`config.mk`:
```
export PLATFORM = sky130hd
export DESIGN_NAME = regfile_wport_arbiter
export DESIGN_NICKNAME = d
export VERILOG_FILES = /design/src/rtl/regfile_wport_arbiter.sv
export SDC_FILE = /design/constraint.sdc
export NUM_CORES = 1
export LEC_CHECK = 0
export BUFFER_PORTS_ARGS = -buffer_cell sky130_fd_sc_hd__buf_2
export CORE_MARGIN = 2
export CORE_UTILIZATION = 54
export CTS_CLUSTER_SIZE = 10
export DETAILED_ROUTE_END_ITERATION = 7
export PLACE_DENSITY = 0.83
export SETUP_SLACK_MARGIN = 0.3
export SLEW_MARGIN = 20
export SYNTH_ARGS = -nofsm -noshare
export SYNTH_HDL_FRONTEND = slang
export SYNTH_SLANG_ARGS = --single-unit
```
`constraint.sdc`:
```
create_clock -name CLK -period 4.05 [get_ports CLK]
set_input_delay 0.81 -clock CLK [delete_from_list [all_inputs] [get_ports CLK]]
set_output_delay 0.81 -clock CLK [all_outputs]
set_load 0.02 [all_outputs]
```
`src/rtl/regfile_wport_arbiter.sv`:
```
// Register-file write port arbiter: writeback (A) has priority, mult/div (B) drains from a FIFO one cycle after acceptance.
// B is backpressured only by FIFO full; a starved FIFO raises stall_req, and a scoreboard tracks outstanding B destinations.

module regfile_wport_arbiter_fifo #(
  parameter int W     = 37,
  parameter int DEPTH = 2
) (
  input  logic         CLK,
  input  logic         nRST,
  input  logic         push,
  input  logic         pop,
  input  logic [W-1:0] din,
  output logic [W-1:0] dout,
  output logic         full,
  output logic         empty
);
  localparam int AW = $clog2(DEPTH);

  logic [W-1:0]  mem [DEPTH];
  logic [AW-1:0] wptr;
  logic [AW-1:0] rptr;
  logic [AW:0]   count;

  assign full  = (count == (AW+1)'(DEPTH));
  assign empty = (count == '0);
  assign dout  = mem[rptr];

  always_ff @(posedge CLK or negedge nRST) begin
    if (!nRST) begin
      wptr  <= '0;
      rptr  <= '0;
      count <= '0;
    end else begin
      if (push) wptr <= wptr + 1'b1;
      if (pop)  rptr <= rptr + 1'b1;
      if (push && !pop)      count <= count + 1'b1;
      else if (pop && !push) count <= count - 1'b1;
    end
  end

  always_ff @(posedge CLK) begin
    if (push) mem[wptr] <= din;
  end
endmodule

module regfile_wport_arbiter #(
  parameter int DEPTH  = 2,
  parameter int STARVE = 4
) (
  input  logic        CLK,
  input  logic        nRST,
  input  logic        a_wen,
  input  logic [4:0]  a_wsel,
  input  logic [31:0] a_wdat,
  input  logic        b_valid,
  output logic        b_ready,
  input  logic [4:0]  b_wsel,
  input  logic [31:0] b_wdat,
  input  logic        iss_valid,
  input  logic [4:0]  iss_wsel,
  input  logic [4:0]  chk_sel1,
  input  logic [4:0]  chk_sel2,
  output logic        hazard1,
  output logic        hazard2,
  output logic        stall_req,
  output logic        rf_wen,
  output logic [4:0]  rf_wsel,
  output logic [31:0] rf_wdat,
  output logic [31:0] pending
);
  localparam int CW = $clog2(STARVE + 1);
  localparam logic [CW-1:0] STARVE_MAX = CW'(STARVE);

  logic        fifo_full;
  logic        fifo_empty;
  logic        push;
  logic        pop;
  logic        a_own;
  logic [36:0] head;
  logic [4:0]  head_wsel;
  logic [31:0] head_wdat;
  logic [CW-1:0] starve_cnt;
  logic [31:0] pending_nxt;

  assign b_ready = !fifo_full;
  assign push    = b_valid && b_ready;
  assign a_own   = a_wen && (a_wsel != 5'd0);
  assign pop     = !fifo_empty && !a_own;

  assign head_wsel = head[36:32];
  assign head_wdat = head[31:0];

  regfile_wport_arbiter_fifo #(.W(37), .DEPTH(DEPTH)) u_fifo (
    .CLK   (CLK),
    .nRST  (nRST),
    .push  (push),
    .pop   (pop),
    .din   ({b_wsel, b_wdat}),
    .dout  (head),
    .full  (fifo_full),
    .empty (fifo_empty)
  );

  always_comb begin
    rf_wen  = 1'b0;
    rf_wsel = 5'd0;
    rf_wdat = 32'd0;
    if (a_own) begin
      rf_wen  = 1'b1;
      rf_wsel = a_wsel;
      rf_wdat = a_wdat;
    end else if (pop) begin
      rf_wen  = (head_wsel != 5'd0);
      rf_wsel = head_wsel;
      rf_wdat = head_wdat;
    end
  end

  // A non-empty FIFO that does not pop is necessarily blocked by A.
  always_ff @(posedge CLK or negedge nRST) begin
    if (!nRST) begin
      starve_cnt <= '0;
    end else if (fifo_empty || pop) begin
      starve_cnt <= '0;
    end else if (starve_cnt != STARVE_MAX) begin
      starve_cnt <= starve_cnt + 1'b1;
    end
  end

  assign stall_req = (starve_cnt == STARVE_MAX);

  // Set is applied after clear so a same-cycle reissue keeps the bit.
  always_comb begin
    pending_nxt = pending;
    if (pop && head_wsel != 5'd0)   pending_nxt[head_wsel] = 1'b0;
    if (iss_valid && iss_wsel != 5'd0) pending_nxt[iss_wsel] = 1'b1;
    pending_nxt[0] = 1'b0;
  end

  always_ff @(posedge CLK or negedge nRST) begin
    if (!nRST) pending <= '0;
    else       pending <= pending_nxt;
  end

  assign hazard1 = pending[chk_sel1];
  assign hazard2 = pending[chk_sel2];
endmodule

```
==> results.toml <==
[run_status]
status = "finished clean"

[global_routing]
grt_max_degree = 85
grt_pass1_wl_um = 21790
grt_use_total_pct = 24.95
grt_antenna_before_repair = 0
grt_pass1_vias = 4334
grt_overflow = 0

[sta]
maxSlewViolCount = 0
clock_skew_ps = 8.038
setup_viol = 0
finalSetupTns_ps = 0
fmaxAchievable_ghz = 0.2896
slew_headroom_pct = 29.33
rsz0062_at_grt = "false"
final_hold_viol_count = 0
post-route-period-util_pct = 85.27
min_period_ps = 3454
worstMarginPinSlew_ps = 1058

[routing]
dr.pass1.iters = 5
totalWireLength_um = 13500
ant_nets = 0
drc_errors = 0
wl_per_cell_um = 17.81
via_per_inst = 5.838
via_count = 4425
drt_iter0_markers = 234

[synthesis]
mappedNetlistArea_um2 = 5595
synth_cells = 468
async_flop_share_pct = 33.93
synth_seq_cells = 112
ys_types = 47
synth_area_per_cell_um2 = 11.96
syn-num-nets = 565
synth-edff-count = 74
yosysWarnings = 0
ys_seq_area_share_pct = 56.71
ys.flop_type = "edfxtp_1"

[finish]
synthToLayoutAreaGrowth_pct = 19.72
post_route_cells_drive_above_1_share_pct = 32.80
n_antenna_cell = 0
nNetsFinal = 714

[setup_path]
cp_cell_sequence = "buf_2, or4_4, o21a_4, nor2_1, inv_2, o21ai_0, buf_2"
end_kind = "output port"
cp_slowest_cell = "or4_4"
r2r_end = "pending[17]"
start_kind = "input pin"
crit_path_frequent_cell = "buf_2"
timing.critical_path.buf_inv = 3
worst_r2r_path_depth = 4
max_stage_delay_ps = 530
path_class = "input pin to output port"
r2r_slack_ps = 1870
path_max_fanout = 84
crit_required_ps = 3240
worstSetupStartpoint = "a_wsel[2]"
critPathCapture = "rf_wsel[4]"
cp_top_family = "simple AND/OR/NAND/NOR gates"
reg2reg_from = "u_fifo.rptr"
critical_path_depth = 7
cp_data_arrival_time_ps = 2640

[power]
p_leak_uw = 0.002934
power_uw = 4062
vdd_ir_drop_max_v = 0.0003152
power_density_nw_per_um2 = 606.4

[clock_tree]
cts_sinks = 112
cts_buffer_depth = 2
ctsRootBufferMaster = "clkbuf_8"
cts-resized-gates = 0
cts_made_buffers = 9
post-cts-setup-buffer-count = 0
htreeDepth = 3
path_clk_slew_ps = 100
hold_buffers = 0
clk_latency_ps = 360
cts_tree = "done"

[floorplanning]
dieArea_um2 = 11190
core_area_um2 = 10180
fp.dieH_um = 105.8
ios = 168
start_util_pct = 54.94
die_w_um = 105.8
std_cell_rows = 37

[hold_path]
hold_path_class = "input pin to asynchronous set/reset pin"

[run]
cap_violations = 0

[placed_design]
port_buffers = 166
place_hpwl_um = 10080
place.gp.congestion = 0.8648
-- worst register-to-register path: stages (launching register included) --
cell     delay [ps]
dfrtp_2         560
mux2i_1         590
nand2_1         360
o41ai_1         410
o21ai_0         140
-- logic make-up (layout without fill, tap and decap cells) --
logic type	after synthesis	after routing	share of synthesized area, %
XOR/XNOR	6	6	0.9392
other	1	1	0.06702
buffers and inverters	54	208	4.003
AO/OA/AOI/OAI	115	115	14.85
adder cells (fa/ha/maj)	3	3	0.6709
multiplexers	59	59	11.94
flip-flops	112	112	56.71
AND/OR/NAND/NOR	118	118	10.82
-- metrics by stage --
| stage | hold slack (ps) | setup WS, ps | utilization (%) | instances | instance area [um^2] |
|---|---|---|---|---|---|
| floorplan | 460.8 | 752.3 | - | 468 | 5595 |
| global placement | 505.6 | 674.4 | 63.77 | 742 | 6495 |
| detailed placement | 520.2 | 594.0 | 63.77 | 742 | 6495 |
| CTS | 539.4 | 590.4 | 65.77 | 758 | 6699 |
| global route | 579.0 | 440.2 | 65.77 | 758 | 6699 |
| finish | 536.7 | 596.5 | 65.77 | 758 | 6699 |
-- synthesized netlist by cell type (11+ instances only) --
cell	count	area share [%]
o41ai_1	14	2.2
o21ai_1	15	1.3
nor2_1	11	0.74
nand2_1	62	4.2
o31ai_1	34	4.6
edfxtp_1	74	40
mux2i_1	51	9.1
dfrtp_1	38	17
clkbuf_1	21	1.4
inv_1	23	1.5
o221ai_1	16	2.5
o21ai_0	12	1.1
-- placed cells by master, fill, tap and decap left out, types with 3 or more instances in the layout --
master,n
dfrtp_1,37
o21ai_1,15
o221ai_1,16
a21oi_1,5
and3b_1,3
nand3b_1,6
inv_1,23
nor2b_1,4
o31ai_1,34
or3b_2,3
mux4_2,6
ha_1,3
xnor2_1,4
a22oi_1,4
nand3_1,6
o21ai_0,12
buf_2,166
o2111ai_1,4
nor3_1,5
nand2b_1,6
nand2_1,62
edfxtp_1,74
o211ai_1,4
o41ai_1,14
nor2_1,9
nor3b_1,3
mux2i_1,51
clkbuf_8,9
-- flip-flops by register name (all words and copies together), names as in the netlist --
| name | count |
|---|---|
| starve_cnt | 3 |
| pending | 31 |
| u_fifo.mem | 74 |
| u_fifo.wptr | 1 |
| u_fifo.rptr | 1 |
| u_fifo.count | 2 |
-- power breakdown --
| group | switching, uW | leakage (uW) | internal, uW | total, uW |
|---|---|---|---|---|
| clock network | 376 | 0.000102 | 294 | 670 |
| logic | 1040 | 0.00174 | 592 | 1630 |
| registers | 220 | 0.00110 | 1540 | 1760 |
| total | 1630 | 0.00293 | 2430 | 4060 |
-- worst min path at each step --
stage,from,endpoint,slack (ps)
after floorplan,u_fifo.wptr,u_fifo.wptr,460
after global placement,pending[26],pending[26],510
after detailed placement,pending[26],pending[26],520
after CTS,nRST,pending[5],540
after global routing,nRST,pending[30],580
final,nRST,pending[30],540
-- metal layers --
layer	part of all wire (%)	vias up	track usage [%]
met5	0	-	0
met4	1.1	0	6.955
met3	7.6	10	5.690
met2	51	197	42.86
met1	40	2132	31.88
li1	-	2086	-
-- area by class of cell --
type                       instances  area (um^2)
inverter                          24        90.09
multi-input combinational        302         2215
clock buffer                       9        123.9
timing repair buffer             168        845.8
tap                              136        170.2
sequential                       112         3174
fill                             780         3486
clock inverter                     7        80.08
Power figures use the tool's default switching activity.
